===== src/rtl/fifo_arb_pkg.sv =====
// ---------------------------------------------------------------------------
// fifo_arb_pkg
// Shared types and helpers for the fifo write-port arbiter.
//   arb_state_t : arbiter FSM encoding (idle / burst ownership)
//   STAT_W      : width of each statistics counter
//   rr_next     : reference round-robin index, scanning upward from last+1
//                 with wrap; returns -1 when no request is set
// ---------------------------------------------------------------------------
package fifo_arb_pkg;

    typedef enum logic {ARB_IDLE, ARB_BURST} arb_state_t;

    localparam int STAT_W = 32;

    // First set bit of req at or after last+1, wrapping at n-1 -> 0.
    function automatic int rr_next(input logic [15:0] req, input int last, input int n = 16);
        int idx;
        rr_next = -1;
        for (int k = 1; k <= 16; k++) begin
            if (k <= n) begin
                idx = (last + k) % n;
                if (rr_next < 0 && req[idx[3:0]]) begin
                    rr_next = idx;
                end
            end
        end
    endfunction

endpackage


===== src/rtl/fifo_arb_rr_pick.sv =====
// ---------------------------------------------------------------------------
// fifo_arb_rr_pick
// Combinational round-robin picker: rotate the request vector so that the
// slot after last sits at bit 0, priority-encode the lowest set bit, then
// un-rotate the offset back into an absolute index.
// Ports:
//   req   in  NUM_REQ  request vector
//   last  in  ID_W     previous owner (search starts at last+1)
//   found out 1        at least one request is set
//   idx   out ID_W     selected requester (meaningful only when found)
// ---------------------------------------------------------------------------
module fifo_arb_rr_pick #(
    parameter int  NUM_REQ = 4,
    localparam int ID_W    = $clog2(NUM_REQ)
) (
    input  logic [NUM_REQ-1:0] req,
    input  logic [ID_W-1:0]    last,
    output logic               found,
    output logic [ID_W-1:0]    idx
);

    logic [ID_W-1:0]    start_idx;
    logic [NUM_REQ-1:0] rot;
    logic [ID_W-1:0]    off;

    // Modular add that stays correct for non-power-of-two NUM_REQ.
    function automatic logic [ID_W-1:0] wrap_add(input logic [ID_W-1:0] a, input int b);
        int s;
        s = int'(a) + b;
        if (s >= NUM_REQ) begin
            s = s - NUM_REQ;
        end
        return s[ID_W-1:0];
    endfunction

    assign start_idx = wrap_add(last, 1);

    // Rotate so that the highest-priority candidate lands on bit 0.
    always_comb begin
        rot = '0;
        for (int k = 0; k < NUM_REQ; k++) begin
            rot[k] = req[wrap_add(start_idx, k)];
        end
    end

    // Lowest set bit of the rotated vector wins.
    always_comb begin
        off = '0;
        for (int k = NUM_REQ - 1; k >= 0; k--) begin
            if (rot[k]) begin
                off = k[ID_W-1:0];
            end
        end
    end

    assign found = |rot;
    assign idx   = wrap_add(start_idx, int'(off));

endmodule


===== src/rtl/fifo_wr_arbiter.sv =====
// ---------------------------------------------------------------------------
// fifo_wr_arbiter
// Shares one fifo write port among NUM_REQ producers using round-robin burst
// arbitration. A granted producer owns the port for up to MAX_BURST accepted
// beats; pushes are gated by fifo_pre_full so no beat is lost. Each grant is
// preceded by one idle bubble cycle. The data path is combinational.
// Ports:
//   clk, reset     clock (rising edge), asynchronous active-high reset
//   req_valid      per-producer beat available
//   req_data       producer i beat at [i*DATA_WIDTH +: DATA_WIDTH]
//   req_ready      per-producer accept strobe
//   fifo_pre_full  fifo cannot take a write this cycle
//   fifo_w_valid   push strobe to the fifo
//   fifo_data_in   push data to the fifo (0 while idle)
//   grant_active   arbiter is in a burst
//   grant_id       current / last owner
// Optional build macro FIFO_ARB_STATS_EN adds:
//   stat_beats     per-producer accepted-beat counters (NUM_REQ*STAT_W)
//   stat_stall     count of burst cycles with a valid owner blocked by pre_full
// ---------------------------------------------------------------------------
module fifo_wr_arbiter
    import fifo_arb_pkg::*;
#(
    parameter int  NUM_REQ    = 4,
    parameter int  DATA_WIDTH = 32,
    parameter int  MAX_BURST  = 4,
    localparam int ID_W       = $clog2(NUM_REQ)
) (
    input  logic                          clk,
    input  logic                          reset,
    input  logic [NUM_REQ-1:0]            req_valid,
    input  logic [NUM_REQ*DATA_WIDTH-1:0] req_data,
    output logic [NUM_REQ-1:0]            req_ready,
    input  logic                          fifo_pre_full,
    output logic                          fifo_w_valid,
    output logic [DATA_WIDTH-1:0]         fifo_data_in,
    output logic                          grant_active,
    output logic [ID_W-1:0]               grant_id
`ifdef FIFO_ARB_STATS_EN
    ,
    output logic [NUM_REQ*STAT_W-1:0]     stat_beats,
    output logic [STAT_W-1:0]             stat_stall
`endif
);

    localparam int CNT_W = $clog2(MAX_BURST + 1);

    arb_state_t       state;
    arb_state_t       state_nx;
    logic [ID_W-1:0]  last_grant;
    logic [ID_W-1:0]  pick_idx;
    logic             pick_found;
    logic [CNT_W-1:0] beat_cnt;
    logic             owner_valid;
    logic             accept;
    logic             burst_done;

    fifo_arb_rr_pick #(
        .NUM_REQ (NUM_REQ)
    ) u_pick (
        .req   (req_valid),
        .last  (last_grant),
        .found (pick_found),
        .idx   (pick_idx)
    );

    assign owner_valid = req_valid[grant_id];
    assign accept      = (state == ARB_BURST) && owner_valid && !fifo_pre_full;

    // A burst ends on its final accepted beat, or as soon as the owner goes
    // idle (it forfeits the rest of its allowance). A stall keeps the grant.
    assign burst_done  = (state == ARB_BURST) &&
                         (!owner_valid || (accept && beat_cnt == CNT_W'(MAX_BURST - 1)));

    // State register; reset drops any grant immediately.
    always_ff @(posedge clk or posedge reset) begin
        if (reset) begin
            state <= ARB_IDLE;
        end else begin
            state <= state_nx;
        end
    end

    // Next state: idle grants whenever anyone requests, burst runs to done.
    always_comb begin
        state_nx = state;
        case (state)
            ARB_IDLE:  if (pick_found) state_nx = ARB_BURST;
            ARB_BURST: if (burst_done) state_nx = ARB_IDLE;
            default:   state_nx = ARB_IDLE;
        endcase
    end

    // Grant bookkeeping: owner captured on grant, beat count per burst,
    // and last owner recorded on release to seed the next round-robin scan.
    always_ff @(posedge clk or posedge reset) begin
        if (reset) begin
            grant_id   <= '0;
            last_grant <= ID_W'(NUM_REQ - 1);
            beat_cnt   <= '0;
        end else begin
            if (state == ARB_IDLE && pick_found) begin
                grant_id <= pick_idx;
                beat_cnt <= '0;
            end
            if (accept) begin
                beat_cnt <= beat_cnt + 1'b1;
            end
            if (burst_done) begin
                last_grant <= grant_id;
            end
        end
    end

    // Outputs: only the owner sees ready, data muxed straight through.
    always_comb begin
        req_ready    = '0;
        fifo_w_valid = 1'b0;
        fifo_data_in = '0;
        grant_active = (state == ARB_BURST);
        if (state == ARB_BURST) begin
            req_ready[grant_id] = owner_valid && !fifo_pre_full;
            fifo_w_valid        = accept;
            fifo_data_in        = req_data[int'(grant_id) * DATA_WIDTH +: DATA_WIDTH];
        end
    end

`ifdef FIFO_ARB_STATS_EN
    // Statistics: wrapping counters of accepted beats per producer and of
    // cycles where the owner was held off by a full fifo.
    always_ff @(posedge clk or posedge reset) begin
        if (reset) begin
            stat_beats <= '0;
            stat_stall <= '0;
        end else begin
            if (accept) begin
                stat_beats[int'(grant_id) * STAT_W +: STAT_W] <=
                    stat_beats[int'(grant_id) * STAT_W +: STAT_W] + 1'b1;
            end
            if (state == ARB_BURST && owner_valid && fifo_pre_full) begin
                stat_stall <= stat_stall + 1'b1;
            end
        end
    end
`endif

endmodule


===== config.mk =====
export PLATFORM = sky130hd
export DESIGN_NAME = fifo_wr_arbiter
export DESIGN_NICKNAME = d
export VERILOG_FILES = /design/src/rtl/fifo_arb_pkg.sv /design/src/rtl/fifo_arb_rr_pick.sv /design/src/rtl/fifo_wr_arbiter.sv
export SDC_FILE = /design/constraint.sdc
export NUM_CORES = 1
export LEC_CHECK = 0
export ABC_CLOCK_PERIOD_IN_PS = 2700
export BUFFER_PORTS_ARGS = -buffer_cell sky130_fd_sc_hd__buf_2
export CORE_MARGIN = 3
export CORE_UTILIZATION = 35
export CTS_CLUSTER_DIAMETER = 80
export DETAILED_ROUTE_END_ITERATION = 8
export GPL_TIMING_DRIVEN = 0
export PLACE_DENSITY = 0.82
export SYNTH_ARGS = -nofsm -noshare
export SYNTH_HDL_FRONTEND = slang
export SYNTH_SLANG_ARGS = --single-unit

===== constraint.sdc =====
create_clock -name clk -period 2.7 [get_ports clk]
set_input_delay 0.135 -clock clk [delete_from_list [all_inputs] [get_ports clk]]
set_output_delay 0.135 -clock clk [all_outputs]
set_load 0.05 [all_outputs]

==> flow_summary.toml <==
[route]
routed-via-count = 1938
antenna_left = 0
drt_iter0_drc = 53
dr.pass1.iters = 4
route.detailed.drc = 0
drt-total-wl_um = 5960
avgViaCountPerCell = 5.17
wl_per_cell_um = 15.9

[synth]
synth_nets = 285
ys_types = 33
avgSynthCellArea_um2 = 10.8
yosysSeqAreaShare = 0.127
synth_area_leaders = "mux4_2 47%, and2_1 13%, dfrtp_1 9.4%"
async_flop_share = 1.00
synth.largest_area_cell = "mux4_2"
netlist_area_um2 = 1590
synth_most_common_cell = "mux4_2"
netlist.area_leader.share = 0.467
syn-instance-count = 147
synthTopCellsByCount = "33 x mux4_2, 32 x and2_1, 8 x inv_1"
ys_warn_count = 0
ys_ff_latch = 8
synth_edf_count = 0
synth_ff_type = "dfrtp_1"

[worst_setup_path]
path_cells = "buf_6 -> buf_6 -> mux4_2 -> and2_1 -> buf_2"
crit_path_end_kind = "primary output"
crit_slowest_cell = "mux4_2"
max_stage_delay_ps = 500
cp_common_cell = "buf_6"
cp.arrival_ps = 1960
start_kind = "register"
crit_type = "reg2out"
required_ps = 2570
path_max_fanout = 10

[clock_tree]
clk-insertion-delay-late_ps = 240
cts_root_buf = "clkbuf_8"
cts_inserted_buffers = 3
clockBufferDepth = 2
cts_tree = "built"
cts_setup_buffers = 0
clk_pin_slew_worst_paths_ps = 50
clock_sinks = 8
htree_levels = 1

[global_route]
use_met2 = 0.398
grt_max_degree = 12
overflow = 0
grt_pass1_vias = 1855
grt_util_all_layers = 0.205
grt_first_pass_wirelength_um = 8610
top_usage_layer = "met2"
grt_util_met3 = 0.0233
met1_usage = 0.238
grt_antenna_before_repair = 0

[timing]
period_share = 0.776
worst_slew_pin_slew_ps = 543
rsz0062_at_grt = "false"
finalHoldViolCount = 0
tns_ps = 0
skew_ps = 7.53
setup_viol = 0
slew_violations = 0
max_slew_margin = 0.638
post-route-min-period_ps = 2090
fmax_ghz = 0.477

[min_path]
hold_path_class = "in2reg"

[power_and_ir_drop]
ir_drop_uv = 815
p_seq_frac = 0.078
p_leak_nw = 1.34
p_comb_frac = 0.877
p_per_area_nw_per_um2 = 1310
internal_power_w = 0.00138
p_total_w = 0.00338
swShare = 0.591
p_sw_w = 0.00200
pwr-share-clk = 0.045

[job]
drv_cap = 0

[die]
ios = 175
start_util = 0.378
core_um2 = 4200
die_y_um = 73.4
die-area_um2 = 5390
fp.dieW_um = 73.4
rows = 23

[final_layout]
nets = 465
areaGrowthSynthToFinish_pct = 61.9
final_layout_size_suffix_gt1_frac = 0.695
insertedDiodeCount = 0

[placed_design]
gp_routability_congestion = 0.802
dp_hpwl_um = 5120
portBuffers = 174

[status]
status = "completed"
-- sequential cells by signal, indices dropped and copies added (netlist names) --
signal,flops
beat_cnt,3
grant_active,1
grant_id,2
last_grant,2
-- timing repair --
| item | CTS | global route |
|---|---|---|
| gates resized for setup | 0 | 0 |
| hold buffers | 1 | 0 |
| endpoints found under the hold margin | 6 | 0 |
-- cell type report --
class,count,area [um^2]
Fill cell,365,1630
Multi-Input combinational cell,117,1280
Timing Repair Buffer,175,881
Sequential cell,8,203
Buffer,13,77.6
Tap cell,50,62.6
Clock buffer,3,41.3
Inverter,9,33.8
-- final timing paths --
check,endpoint,slack (ps),cells after the start,startpoint
min,grant_active$_DFF_PP0_,220,3,fifo_pre_full
min in group asynchronous,beat_cnt[2]$_DFFE_PP0P_,380,3,reset
max,fifo_data_in[23],610,5,grant_id[0]$_DFFE_PP0P_
min reg2reg,beat_cnt[1]$_DFFE_PP0P_,510,2,beat_cnt[1]$_DFFE_PP0P_
max in group asynchronous,last_grant[1]$_DFFE_PP1P_,2030,3,reset
max reg2reg,grant_id[1]$_DFFE_PP0P_,630,10,last_grant[1]$_DFFE_PP1P_
-- placed cells by master (no fill, tap or decap), types with 5 or more instances in the layout --
cell type,instances
nor2_1,7
dfrtp_1,6
and2_1,32
clkbuf_1,5
mux4_2,33
o21ai_0,6
nand2_1,7
buf_2,179
inv_1,8
-- power groups by stage --
stage	Clock, W	Sequential (W)	Combinational (W)
after CTS	0.000153	0.000266	0.00300
after detailed placement	0	0.000267	0.00299
after floorplan	0	0.000323	0.00232
final	0.000152	0.000264	0.00297
after global routing	0.000159	0.000278	0.00316
after global placement	0	0.000264	0.00294
-- cells by family (layout without fill, tap and decap cells) --
group / after synthesis / in the layout / synth area share
XOR/XNOR: 3 / 3 / 0.0165
AO/OA/AOI/OAI: 16 / 16 / 0.0653
AND/OR/NAND/NOR: 60 / 60 / 0.213
multiplexers: 35 / 35 / 0.484
flip-flops: 8 / 8 / 0.127
adder cells (fa/ha/maj): 3 / 3 / 0.0236
buffers and inverters: 22 / 200 / 0.0700
-- worst max-delay path: cells and delay by family, from the launching register on --
| kind | cells | cell delay, ps |
|---|---|---|
| simple gates | 1 | 180 |
| flops | 1 | 410 |
| mux | 1 | 500 |
| buf+inv | 3 | 620 |
-- stage by stage --
stage               utilization  setup slack, ps  cell area (um^2)  instances  hold slack (ps)
floorplan                     -              126              1590        147            -50.8
global placement          0.601              671              2520        371             84.7
detailed placement        0.601              631              2520        371             94.1
CTS                       0.613              584              2570        375              218
global route              0.613              420              2570        375              290
finish                    0.613              605              2570        375              218
-- routing by layer --
layer / wire length (um) / part of all wire / vias to the layer above
li1: - / - / 921
met1: 2100 / 0.35 / 920
met2: 3320 / 0.56 / 90
met3: 461 / 0.077 / 7
met4: 76 / 0.013 / 0
met5: 0 / 0 / -
(Power assumes the default switching activity.)
